### config.mk
export PLATFORM = sky130hd
export DESIGN_NAME = cpu_step_ctrl
export DESIGN_NICKNAME = d
export VERILOG_FILES = /design/src/rtl/dbg_pkg.sv /design/src/rtl/btn_debounce.sv /design/src/rtl/cpu_step_ctrl.sv
export SDC_FILE = /design/constraint.sdc
export NUM_CORES = 1
export LEC_CHECK = 0
export CAP_MARGIN = 10
export CORE_MARGIN = 2
export CORE_UTILIZATION = 40
export CTS_CLUSTER_DIAMETER = 30
export DETAILED_ROUTE_END_ITERATION = 7
export GPL_ROUTABILITY_DRIVEN = 0
export PLACE_DENSITY = 0.68
export SLEW_MARGIN = 10
export SYNTH_ARGS = -nofsm -noshare
export SYNTH_HDL_FRONTEND = slang
export SYNTH_SLANG_ARGS = --single-unit
### constraint.sdc
create_clock -name CLK100MHZ -period 3 [get_ports CLK100MHZ]
set_clock_uncertainty 0.05 [all_clocks]
set_input_delay 0.45 -clock CLK100MHZ [delete_from_list [all_inputs] [get_ports CLK100MHZ]]
set_output_delay 0.45 -clock CLK100MHZ [all_outputs]
set_load 0.03 [all_outputs]
### src/rtl/dbg_pkg.sv
// Shared debug/step types and board-rate defaults for the MIPS step controller.
package dbg_pkg;

  // Sequencer state, also exported to the 7-seg/UART debug path.
  typedef enum logic [1:0] {
    HALT = 2'd0,
    RUN  = 2'd1,
    STEP = 2'd2,
    BRK  = 2'd3
  } step_state_t;

  // Board rates for a 100 MHz system clock.
  localparam int unsigned DIV_SLOW_DEF   = 250_000_000;  // ~0.4 Hz step rate
  localparam int unsigned DIV_FAST_DEF   = 62_500_000;   // ~1.6 Hz step rate
  localparam int unsigned DEB_CYCLES_DEF = 1_000_000;    // 10 ms button settle time
  localparam int unsigned CNT_W_DEF      = 16;

endpackage

### src/rtl/btn_debounce.sv
// Push-button conditioner: 2-flop synchronizer, stable-sample debouncer and a
// one-cycle pulse on each rising edge of the accepted level.
module btn_debounce #(
  parameter int unsigned DEB_CYCLES = 1_000_000
) (
  input  logic clk,
  input  logic rst_n,
  input  logic btn_raw,
  output logic pulse
);

  localparam int unsigned CW = $clog2(DEB_CYCLES + 1);

  logic          sync1_q, sync1_d;
  logic          sync2_q, sync2_d;
  logic          level_q, level_d;
  logic [CW-1:0] cnt_q,   cnt_d;
  logic          pulse_q, pulse_d;

  // Next-state: count consecutive samples that disagree with the accepted level.
  always_comb begin
    // NOTE: every signal gets a default first so no path leaves it unassigned (no latch).
    sync1_d = btn_raw;
    sync2_d = sync1_q;
    level_d = level_q;
    cnt_d   = '0;
    pulse_d = 1'b0;
    if (sync2_q != level_q) begin
      if (cnt_q == CW'(DEB_CYCLES - 1)) begin
        level_d = sync2_q;
        pulse_d = sync2_q;
      end else begin
        cnt_d = cnt_q + 1'b1;
      end
    end
  end

  // Registers with synchronous active-low reset.
  always_ff @(posedge clk) begin
    // NOTE: state is updated with non-blocking assignments so all flops sample together.
    if (!rst_n) begin
      sync1_q <= 1'b0;
      sync2_q <= 1'b0;
      level_q <= 1'b0;
      cnt_q   <= '0;
      pulse_q <= 1'b0;
    end else begin
      sync1_q <= sync1_d;
      sync2_q <= sync2_d;
      level_q <= level_d;
      cnt_q   <= cnt_d;
      pulse_q <= pulse_d;
    end
  end

  assign pulse = pulse_q;

endmodule

### src/rtl/cpu_step_ctrl.sv
// Run/step/breakpoint sequencer producing the registered clock-enable for the
// MIPS core, plus state and issued-step count for the debug display.
module cpu_step_ctrl
  import dbg_pkg::*;
#(
  parameter int unsigned DIV_SLOW   = DIV_SLOW_DEF,
  parameter int unsigned DIV_FAST   = DIV_FAST_DEF,
  parameter int unsigned DEB_CYCLES = DEB_CYCLES_DEF,
  parameter int unsigned CNT_W      = CNT_W_DEF
) (
  input  logic             CLK100MHZ,
  input  logic             rst_n,
  input  logic             run_sw,
  input  logic             step_btn,
  input  logic             quick,
  input  logic             bp_en,
  input  logic [7:0]       bp_addr,
  input  logic [7:0]       pclow,
  output logic             cpu_ce,
  output logic [1:0]       state,
  output logic [CNT_W-1:0] step_cnt
);

  localparam int unsigned DIV_MAX = (DIV_SLOW > DIV_FAST) ? DIV_SLOW : DIV_FAST;
  localparam int unsigned DIV_W   = $clog2(DIV_MAX);

  logic [DIV_W-1:0] div_q, div_d, div_lim;
  logic             tick;
  logic             step_pulse;
  logic             issue;
  step_state_t      state_q, state_d;
  logic             cpu_ce_q, cpu_ce_d;
  logic [CNT_W-1:0] step_cnt_q, step_cnt_d;

  btn_debounce #(
    .DEB_CYCLES (DEB_CYCLES)
  ) u_step_deb (
    .clk     (CLK100MHZ),
    .rst_n   (rst_n),
    .btn_raw (step_btn),
    .pulse   (step_pulse)
  );

  // Step-rate divider; >= lets a mid-count switch to the fast rate fire immediately.
  always_comb begin
    div_lim = quick ? DIV_W'(DIV_FAST - 1) : DIV_W'(DIV_SLOW - 1);
    tick    = (div_q >= div_lim);
    div_d   = tick ? '0 : div_q + 1'b1;
  end

  // Sequencer next state and issue decision.
  always_comb begin
    state_d = state_q;
    issue   = 1'b0;
    unique case (state_q)
      HALT: begin
        if (run_sw)          state_d = RUN;
        else if (step_pulse) state_d = STEP;
      end
      RUN: begin
        if (!run_sw)                            state_d = HALT;
        else if (tick && bp_en && pclow == bp_addr) state_d = BRK;
        else if (tick)                          issue   = 1'b1;
      end
      STEP: begin
        // Breakpoint is not checked here so the core can step off it.
        if (tick) begin
          issue   = 1'b1;
          state_d = HALT;
        end
      end
      BRK: begin
        if (!run_sw)         state_d = HALT;
        else if (step_pulse) state_d = STEP;
      end
      default: state_d = HALT;
    endcase
  end

  // Output register and step counter advance together with the issue.
  always_comb begin
    cpu_ce_d   = issue;
    step_cnt_d = step_cnt_q + CNT_W'(issue);
  end

  // State registers with synchronous active-low reset.
  always_ff @(posedge CLK100MHZ) begin
    if (!rst_n) begin
      div_q      <= '0;
      state_q    <= HALT;
      cpu_ce_q   <= 1'b0;
      step_cnt_q <= '0;
    end else begin
      div_q      <= div_d;
      state_q    <= state_d;
      cpu_ce_q   <= cpu_ce_d;
      step_cnt_q <= step_cnt_d;
    end
  end

  assign cpu_ce   = cpu_ce_q;
  assign state    = state_q;
  assign step_cnt = step_cnt_q;

endmodule
* Yosys cells after proc, flatten, opt, wreduce, memory -nomap -nowiden
Index checks and enable logic that the tools add are counted.
Storage, ports and cells: register bits 71, input bits 22, output and inout port bits 19, word-level logic and storage cells 43
Operators by class: $add $sub $neg 3, magnitude comparators 1, equal/unequal tests 8, multiplexer cells 12, bitwise logic cells 2, reduce and logical (&&, ||, !) cells 8
Operator list (count):
- 28-bit by 1-bit adder with 28-bit output, second input constant | 1
- 28-bit >= comparator | 1
- 28-bit two-way mux | 1
- 20-bit by 1-bit adder with 20-bit output, second input constant | 1
- 20-bit equality test, second input constant | 1
- 16-bit by 1-bit adder with 16-bit output | 1
- 2-bit two-way mux | 6
- 8-bit equality test | 1
- 2-bit one-hot mux with 4 select lines | 1
- 2-bit equality test, second input constant | 2
- 2-bit AND reduction | 2
- 1-bit two-way mux | 3
- 3-bit != test, second input constant | 1
- 3-bit AND reduction | 1
- 3-bit OR reduction | 1
- 2-bit by 1-bit equality test with 1-bit output, second input constant | 1
- 1-bit logical AND | 2
- 2-bit logical NOT | 1
- 2-bit != test, second input constant | 1
- 1-bit inverter | 2
- 1-bit one-hot mux with 2 select lines | 1
- 2-bit OR reduction | 1
- 1-bit != test | 1

* Depth between registers and ports, before layout
Gate-level depths: netlist (run 1).
depth in word-level cells 8, gate-level depth with buffers 14, gate-level depth less buffers 14

* Modules after synthesis
Synthesis (run 1) repeated with hierarchy kept, for this count alone.
Unflattened totals: cells, all modules 409, area total of the unflattened synthesis 3679.8 µm²
Modules (own cells, without submodules):
- cpu_step_ctrl | times used 1, cells each 291, area each 2632.5 µm², seq. area each 940.9 µm²
- btn_debounce | times used 1, cells each 118, area each 1047.3 µm², seq. area each 480.5 µm²

* Worst setup path before layout (run 1)
No wires, ideal clock.
path kind input to register, from input quick, to register step_cnt_q[14] (netlist: step_cnt[14]), setup time 0.128 ns, arrival time 2.836 ns, data required time 2.822 ns, setup slack -0.014 ns, stages on the path 13, buffers on the path 0, path through inv_1 -> ha_1 -> a211o_1 -> a2111oi_2 -> o2111ai_2 -> and3_1 -> ha_1 -> ha_1 -> nand3_1 -> nor2_1 -> and2_1 -> xnor2_1 -> nor2_1
Between the ends: word-level cells in the longest chain between the ends 8, elaborated cells on any way between the ends 9, those cells by class 1 x add/sub; 1 x order compare; 5 x mux; 2 x reduce/logical
RTL lines:
- from (decl) | RTL line cpu_step_ctrl.sv:15 | input logic quick,
- 28-bit two-way mux * | RTL line cpu_step_ctrl.sv:46 | div_lim = quick ? DIV_W'(DIV_FAST - 1) : DIV_W'(DIV_SLOW - 1);
- 28-bit >= comparator * | RTL line cpu_step_ctrl.sv:47 | tick = (div_q >= div_lim);
- 1-bit logical AND (2 in series) | RTL line cpu_step_ctrl.sv:62 | else if (tick && bp_en && pclow == bp_addr) state_d = BRK;
- 1-bit two-way mux | RTL line cpu_step_ctrl.sv:62
- 1-bit two-way mux | RTL line cpu_step_ctrl.sv:61 | if (!run_sw) state_d = HALT;
- 1-bit one-hot mux with 2 select lines * | RTL line cpu_step_ctrl.sv:55 | unique case (state_q)
- via cpu_ce_d | RTL line cpu_step_ctrl.sv:32 | logic cpu_ce_q, cpu_ce_d;
- 16-bit by 1-bit adder with 16-bit output * | RTL line cpu_step_ctrl.sv:83 | step_cnt_d = step_cnt_q + CNT_W'(issue);
- to (signal assigned) | RTL line cpu_step_ctrl.sv:97 | step_cnt_q <= step_cnt_d;
- to (decl) | RTL line cpu_step_ctrl.sv:33 | logic [CNT_W-1:0] step_cnt_q, step_cnt_d;
Mark *: on every way through the listed nets, which the timed path passes. The rest lies on a longest branch. A chain may end at the register's enable or synchronous reset.

* Worst setup path in the final report (run 1)
Ends and elaborated chain as after synthesis.

==> impl_metrics.json, run 1 <==
{
  "ant_nets": 0,
  "cp_slowest_cell": "a2111oi_4",
  "cp_slowest_stage_delay_ps": 360,
  "hpwl_mm": 5.14,
  "fin_crit_ps": 2780,
  "p_per_area_nw_per_um2": 413,
  "synth_fp_nets": 451,
  "synth-adder-area-share": 0.0884,
  "start_util": 0.410,
  "layout-drive-gt1-share": 0.116,
  "drc": 0,
  "peakVddDrop_mv": 0.270,
  "fin_nets": 509,
  "synth-async-reset-ratio": 0,
  "clockPowerShare": 0.405,
  "cts_buffers": 9,
  "start_kind": "primary input",
  "hp-class": "flop to flop",
  "fmax_mhz": 360,
  "worst_slew_pin_slew_ps": 521,
  "synthFlopType": "dfxtp_1",
  "finalMaxSlewViolations": 0,
  "grt_max_degree": 29,
  "dp_cells": 557,
  "postSynthAreaPerCell_um2": 8.76,
  "seq_area_frac_synth": 0.402,
  "cp-end-kind": "flop",
  "htreeDepth": 3,
  "track_usage": 0.153,
  "hold_buffers": 0,
  "hold_viol": 0,
  "slew-limit-headroom": 0.653,
  "syn_area_um2": 3540,
  "p_sw_uw": 502,
  "grt_pass1_vias": 2841,
  "ys_ff_latch": 71,
  "maxCapViolCount": 0,
  "first_pass_iters": 4,
  "status": "finished clean",
  "min_period_over_period": 0.926,
  "critical_path_class": "primary input to flop",
  "rsz0062_at_grt": "false",
  "diodes": 0,
  "swShare": 0.271,
  "drtIter0Drc": 87,
  "post_drt_via_cell_ratio": 4.98,
  "crit_required_ps": 3170,
  "yosysUniqueCellTypes": 37,
  "setup_viol": 0,
  "seqPwrFrac": 0.517,
  "dr_total_vias": 2862,
  "clk_pin_slew_worst_paths_ps": 100,
  "final_cells": 575,
  "dieArea_um2": 9620,
  "yosys_warnings": 0,
  "crit_chain": "buf_2 -> clkinvlp_4 -> ha_1 -> a211o_1 -> a2111oi_4 -> o2111ai_2 -> and3_4 -> ha_4 -> ha_4 -> nand3_4 -> nor2_4 -> and2_1 -> xnor2_1 -> nor2_1",
  "p_comb_frac": 0.078,
  "synth_simple_gate_area_share": 0.255,
  "port_buffers": 40,
  "clk_latency_ps": 350,
  "antenna_found_initial": 0,
  "synthXorXnorAreaFrac": 0.163,
  "cts_tree": "built",
  "clock_sinks": 71,
  "num_io_pins": 41,
  "synth-edff-count": 0,
  "gr-total-overflow": 0,
  "clk_path_buf_depth": 2,
  "rows": 34,
  "die_x_um": 98.1,
  "p_int_mw": 1.35,
  "worstPathMaxFanout": 6,
  "area_growth_pct": 27.1,
  "synthCells": 404,
  "finalPower_mw": 1.86,
  "synth_compound_area_frac": 0.0580,
  "crit_path_frequent_cell": "ha_4",
  "core_um2": 8640,
  "synth_top_family_by_area": "simple AND/OR/NAND/NOR gates",
  "grt_first_pass_wirelength_mm": 12.2,
  "arrival_ps": 2950,
  "leakage_nw": 1.65,
  "root_buffer": "clkbuf_8",
  "routed_wl_mm": 7.03,
  "fillers": 796,
  "dieHeight_um": 98.1,
  "routedWlPerCell_um": 12.2,
  "muxShareOfSynthArea": 0.00566
}
registers in the layout, summed over array words and instances (netlist names):
| signal | cells |
|---|---|
| u_step_deb.cnt_q | 20 |
| state | 2 |
| u_step_deb.sync1_q | 1 |
| u_step_deb.level_q | 1 |
| div_q | 28 |
| step_cnt | 16 |
| u_step_deb.sync2_q | 1 |
| cpu_ce | 1 |
| u_step_deb.pulse | 1 |
synthesized netlist by cell type, drive strengths merged, types with 9 or more instances:
master,instances,area (µm²)
nand3,35,175
ha,25,313
dfxtp,71,1420
nor3,11,55.1
nand2,26,97.6
xor2,35,307
nor2,82,308
inv,13,48.8
o21ai,9,45.0
xnor2,31,272
and3,9,56.3
critical path, delay by kind of cell:
kind / cells / cell delay, ps
AOI/OAI and AO/OA: 3 / 890
xor gates and xnor gates: 1 / 140
adders and majority gates: 3 / 620
buffers and inverters: 2 / 320
and+or+nand+nor: 5 / 540
through the flow:
| stage | setup TNS, ps | worst slack (ps) | hold slack, ps | utilization | area, µm² |
|---|---|---|---|---|---|
| global route | 0 | 80.3 | 439 | 0.521 | 4500 |
| floorplan | 0 | 4.23 | 362 | - | 3550 |
| finish | 0 | 221 | 405 | 0.521 | 4500 |
| CTS | 0 | 22.3 | 415 | 0.507 | 4380 |
| global placement | -10110 | -638 | 367 | 0.480 | 4140 |
| detailed placement | -12850 | -708 | 376 | 0.480 | 4140 |
worst paths after layout:
check                                                   start                            end  slack, ps  cells past startpoint
worst min-delay path            u_step_deb.sync1_q$_SDFF_PN0_  u_step_deb.sync2_q$_SDFF_PN0_        400                      1
worst max register to register           div_q[11]$_SDFF_PP0_        step_cnt[14]$_SDFF_PN0_        320                     12
worst min register to register  u_step_deb.sync1_q$_SDFF_PN0_  u_step_deb.sync2_q$_SDFF_PN0_        400                      1
worst max-delay path                                    quick        step_cnt[14]$_SDFF_PN0_        220                     14
final cells by class:
cell class                 count  area (µm²)  area share
timing repair buffer          55         528       0.117
clock inverter                 7        73.8      0.0164
tap                          108         135      0.0300
clock buffer                   9         124      0.0275
multi-input combinational    312        2160       0.481
sequential                    71        1420       0.316
inverter                      13        52.6      0.0117
cell families after synthesis:
logic type      after synthesis
compound gates               29
xor+xnor                     66
fa+ha+maj                    25
buf+inv                      21
flops                        71
mux                           2
simple gates                190
per-layer routing:
layer | vias to the layer above | GRT usage | share of wire
met5 | - | 0 | 0
met4 | 0 | 0.0588 | 0.011
met3 | 10 | 0.0444 | 0.030
met2 | 39 | 0.258 | 0.48
met1 | 1333 | 0.183 | 0.47
li1 | 1480 | - | -
what timing repair did:
item,CTS,global route
setup endpoints to repair,15,8
setup buffers,1,1
resized for setup,7,23
pin swaps,1,14
gates cloned,0,0
power by group through the flow:
stage                     logic [mW]  registers [mW]  clock network, mW
after floorplan               0.0739           0.987                  0
after global placement         0.140           0.982                  0
after detailed placement       0.142           0.982                  0
after CTS                      0.144           0.960              0.780
after global routing           0.161           0.963              0.816
final                          0.145           0.960              0.752
layout by cell type, fill, tap and decap left out, types with 4 or more instances in the layout:
cell | synthesis | final
a21oi_1 | 7 | 6
and2_1 | 7 | 7
and3_1 | 9 | 8
buf_4 | 0 | 12
clkbuf_8 | 0 | 9
clkdlybuf4s50_1 | 0 | 39
dfxtp_1 | 71 | 71
ha_1 | 25 | 20
ha_4 | 0 | 5
inv_1 | 13 | 12
inv_6 | 0 | 4
nand2_1 | 26 | 25
nand3_1 | 35 | 32
nand4_1 | 7 | 7
nor2_1 | 82 | 80
nor3_1 | 11 | 8
o21ai_0 | 9 | 7
xnor2_1 | 31 | 31
xor2_1 | 35 | 35
Note: power is estimated with default switching activity, not from simulation.
==> run 2: changes to the inputs <==
--- a/config.mk
+++ b/config.mk
@@ -11,6 +11,7 @@
 export CTS_CLUSTER_DIAMETER = 30
 export DETAILED_ROUTE_END_ITERATION = 7
 export GPL_ROUTABILITY_DRIVEN = 0
+export HOLD_SLACK_MARGIN = 0.12
 export PLACE_DENSITY = 0.68
 export SLEW_MARGIN = 10
 export SYNTH_ARGS = -nofsm -noshare
==> results of run 2 <==
No change in the layout: final DEF, timing and power equal those of run 1.
==> run 3: changes to the inputs <==
--- a/config.mk
+++ b/config.mk
@@ -10,9 +10,9 @@
 export CORE_UTILIZATION = 40
 export CTS_CLUSTER_DIAMETER = 30
 export DETAILED_ROUTE_END_ITERATION = 7
+export DONT_BUFFER_PORTS = 1
 export GPL_ROUTABILITY_DRIVEN = 0
-export HOLD_SLACK_MARGIN = 0.12
-export PLACE_DENSITY = 0.68
+export PLACE_DENSITY = 0.61
 export SLEW_MARGIN = 10
 export SYNTH_ARGS = -nofsm -noshare
 export SYNTH_HDL_FRONTEND = slang
==> run 3 against run 2 <==
Global-route usage shrank 0.44 points. Hold slack worse by 240 ps. Via count down 6.6%. Wire length shrank 6.5%. Count of clock-buffer cells in the layout stayed put. Combinational power fell by 28%. Final cell count fell by 7.0%. Sequential share of layout area rose by 4.4 points. Fmax rose by 0.33%. Sequential power hardly changed.
==> impl_metrics.json, run 3 (synthesized netlist as in run 1, its figures left out) <==
{
  "clk_path_buf_depth": 2,
  "dieArea_um2": 9620,
  "hold_buffers": 0,
  "die_x_um": 98.1,
  "finalPower_mw": 1.83,
  "drtIter0Drc": 95,
  "dieHeight_um": 98.1,
  "gr-total-overflow": 0,
  "status": "finished clean",
  "cts_buffers": 9,
  "layout-drive-gt1-share": 0.0867,
  "routedWlPerCell_um": 12.3,
  "cp-end-kind": "flop",
  "worst_slew_pin_slew_ps": 483,
  "fmax_mhz": 361,
  "final_cells": 535,
  "routed_wl_mm": 6.58,
  "dp_cells": 519,
  "min-delay-start": "rst_n",
  "post_cts.repair.setup_buffers": 0,
  "hpwl_mm": 5.01,
  "rows": 34,
  "first_pass_iters": 4,
  "diodes": 0,
  "port_buffers": 0,
  "clk_latency_ps": 350,
  "peakVddDrop_mv": 0.277,
  "worstPathMaxFanout": 3,
  "grt_max_degree": 16,
  "min_period_over_period": 0.923,
  "fin_crit_ps": 2770,
  "hold_viol": 0,
  "reg2regPathDepth": 13,
  "leakage_nw": 1.49,
  "clk_pin_slew_worst_paths_ps": 80,
  "hp-class": "primary input to flop",
  "antenna_found_initial": 0,
  "timing.rr.start": "div_q[11]$_SDFF_PP0_",
  "root_buffer": "clkbuf_8",
  "final_common_cell": "nor2_1",
  "finalMaxSlewViolations": 0,
  "p_per_area_nw_per_um2": 465,
  "fillers": 864,
  "htreeDepth": 3,
  "setup.worst_path.start": "div_q[11]$_SDFF_PP0_",
  "setup_viol": 0,
  "worstHoldPathCells": 1,
  "track_usage": 0.148,
  "largest_reg_flops": 28,
  "regMostFlops": "div_q",
  "area_growth_pct": 11.5,
  "ant_nets": 0,
  "core_um2": 8640,
  "crit_required_ps": 3180,
  "grt_pass1_vias": 2698,
  "start_util": 0.410,
  "slew-limit-headroom": 0.677,
  "start_kind": "flop",
  "r2r_setup_slack_ps": 230,
  "drc": 0,
  "cts_resized": 0,
  "post_drt_via_cell_ratio": 4.99,
  "cts_tree": "built",
  "arrival_ps": 2950,
  "multi_input_area_um2": 2020,
  "dr_total_vias": 2672,
  "layout_common_cells": "nor2_1, dfxtp_1, nand3_1, xor2_1, xnor2_1",
  "clock_sinks": 71,
  "maxCapViolCount": 0,
  "fin_nets": 469,
  "grt_first_pass_wirelength_mm": 11.8,
  "seq_area_um2": 1420,
  "critical_path_class": "flop to flop",
  "num_io_pins": 41,
  "rsz0062_at_grt": "false"
}
run 3: cell count changes in the layout (fill, tap and decap cells not counted), moves of 2 or more:
cell / change
clkdlybuf4s50_1: -39
ha_1: +5
ha_4: -5
buf_4: +3
nand3_1: +3
nor3_1: +3
buf_6: -2
inv_8: -2
nand3_2: -2
nor2_1: +2
nor3_2: -2
o21ai_0: +2
o21ai_1: -2
run 3: report_power, final:
part	internal [mW]	switching, mW
logic	0.0436	0.0607
registers	0.950	0.00616
clock network	0.392	0.380
total	1.39	0.447
run 3: critical path: stages (launching register included):
cell       delay, ps
dfxtp_1          340
ha_1             290
a211o_1          300
o2111a_1         250
o2111ai_1        120
o2111ai_2        170
and3_4           210
ha_1             190
ha_1             190
nand3_1          130
nor2_1            80
and2_1           160
xnor2_1          130
nor2_1            60
run 3: worst paths after layout:
path | end
max | step_cnt[14]$_SDFF_PN0_
min | u_step_deb.sync2_q$_SDFF_PN0_
max reg2reg | step_cnt[14]$_SDFF_PN0_
min reg2reg | u_step_deb.sync2_q$_SDFF_PN0_
run 3: area by class of cell:
type	count	share of cell area
Sequential cell	71	0.360
Tap cell	108	0.0343
Timing Repair Buffer	15	0.0285
Inverter	13	0.0133
Multi-Input combinational cell	312	0.513
Clock inverter	7	0.0197
Clock buffer	9	0.0314
run 3: layer usage:
layer | share of wire | up-vias | GRT usage
li1 | - | 1399 | -
met1 | 0.46 | 1232 | 0.173
met2 | 0.49 | 37 | 0.258
met3 | 0.037 | 4 | 0.0530
met4 | 0.0081 | 0 | 0.0395
met5 | 0 | - | 0
run 3: through the flow:
step | hold WS [ps] | cell area [µm²] | worst slack [ps] | utilization | setup TNS [ps]
floorplan | 362 | 3550 | 4.23 | - | 0
global placement | 372 | 3740 | 9.69 | 0.433 | 0
detailed placement | 377 | 3740 | -54.5 | 0.433 | -113
CTS | 149 | 3950 | 221 | 0.457 | 0
global route | 147 | 3950 | 6.21 | 0.457 | 0
finish | 167 | 3950 | 231 | 0.457 | 0
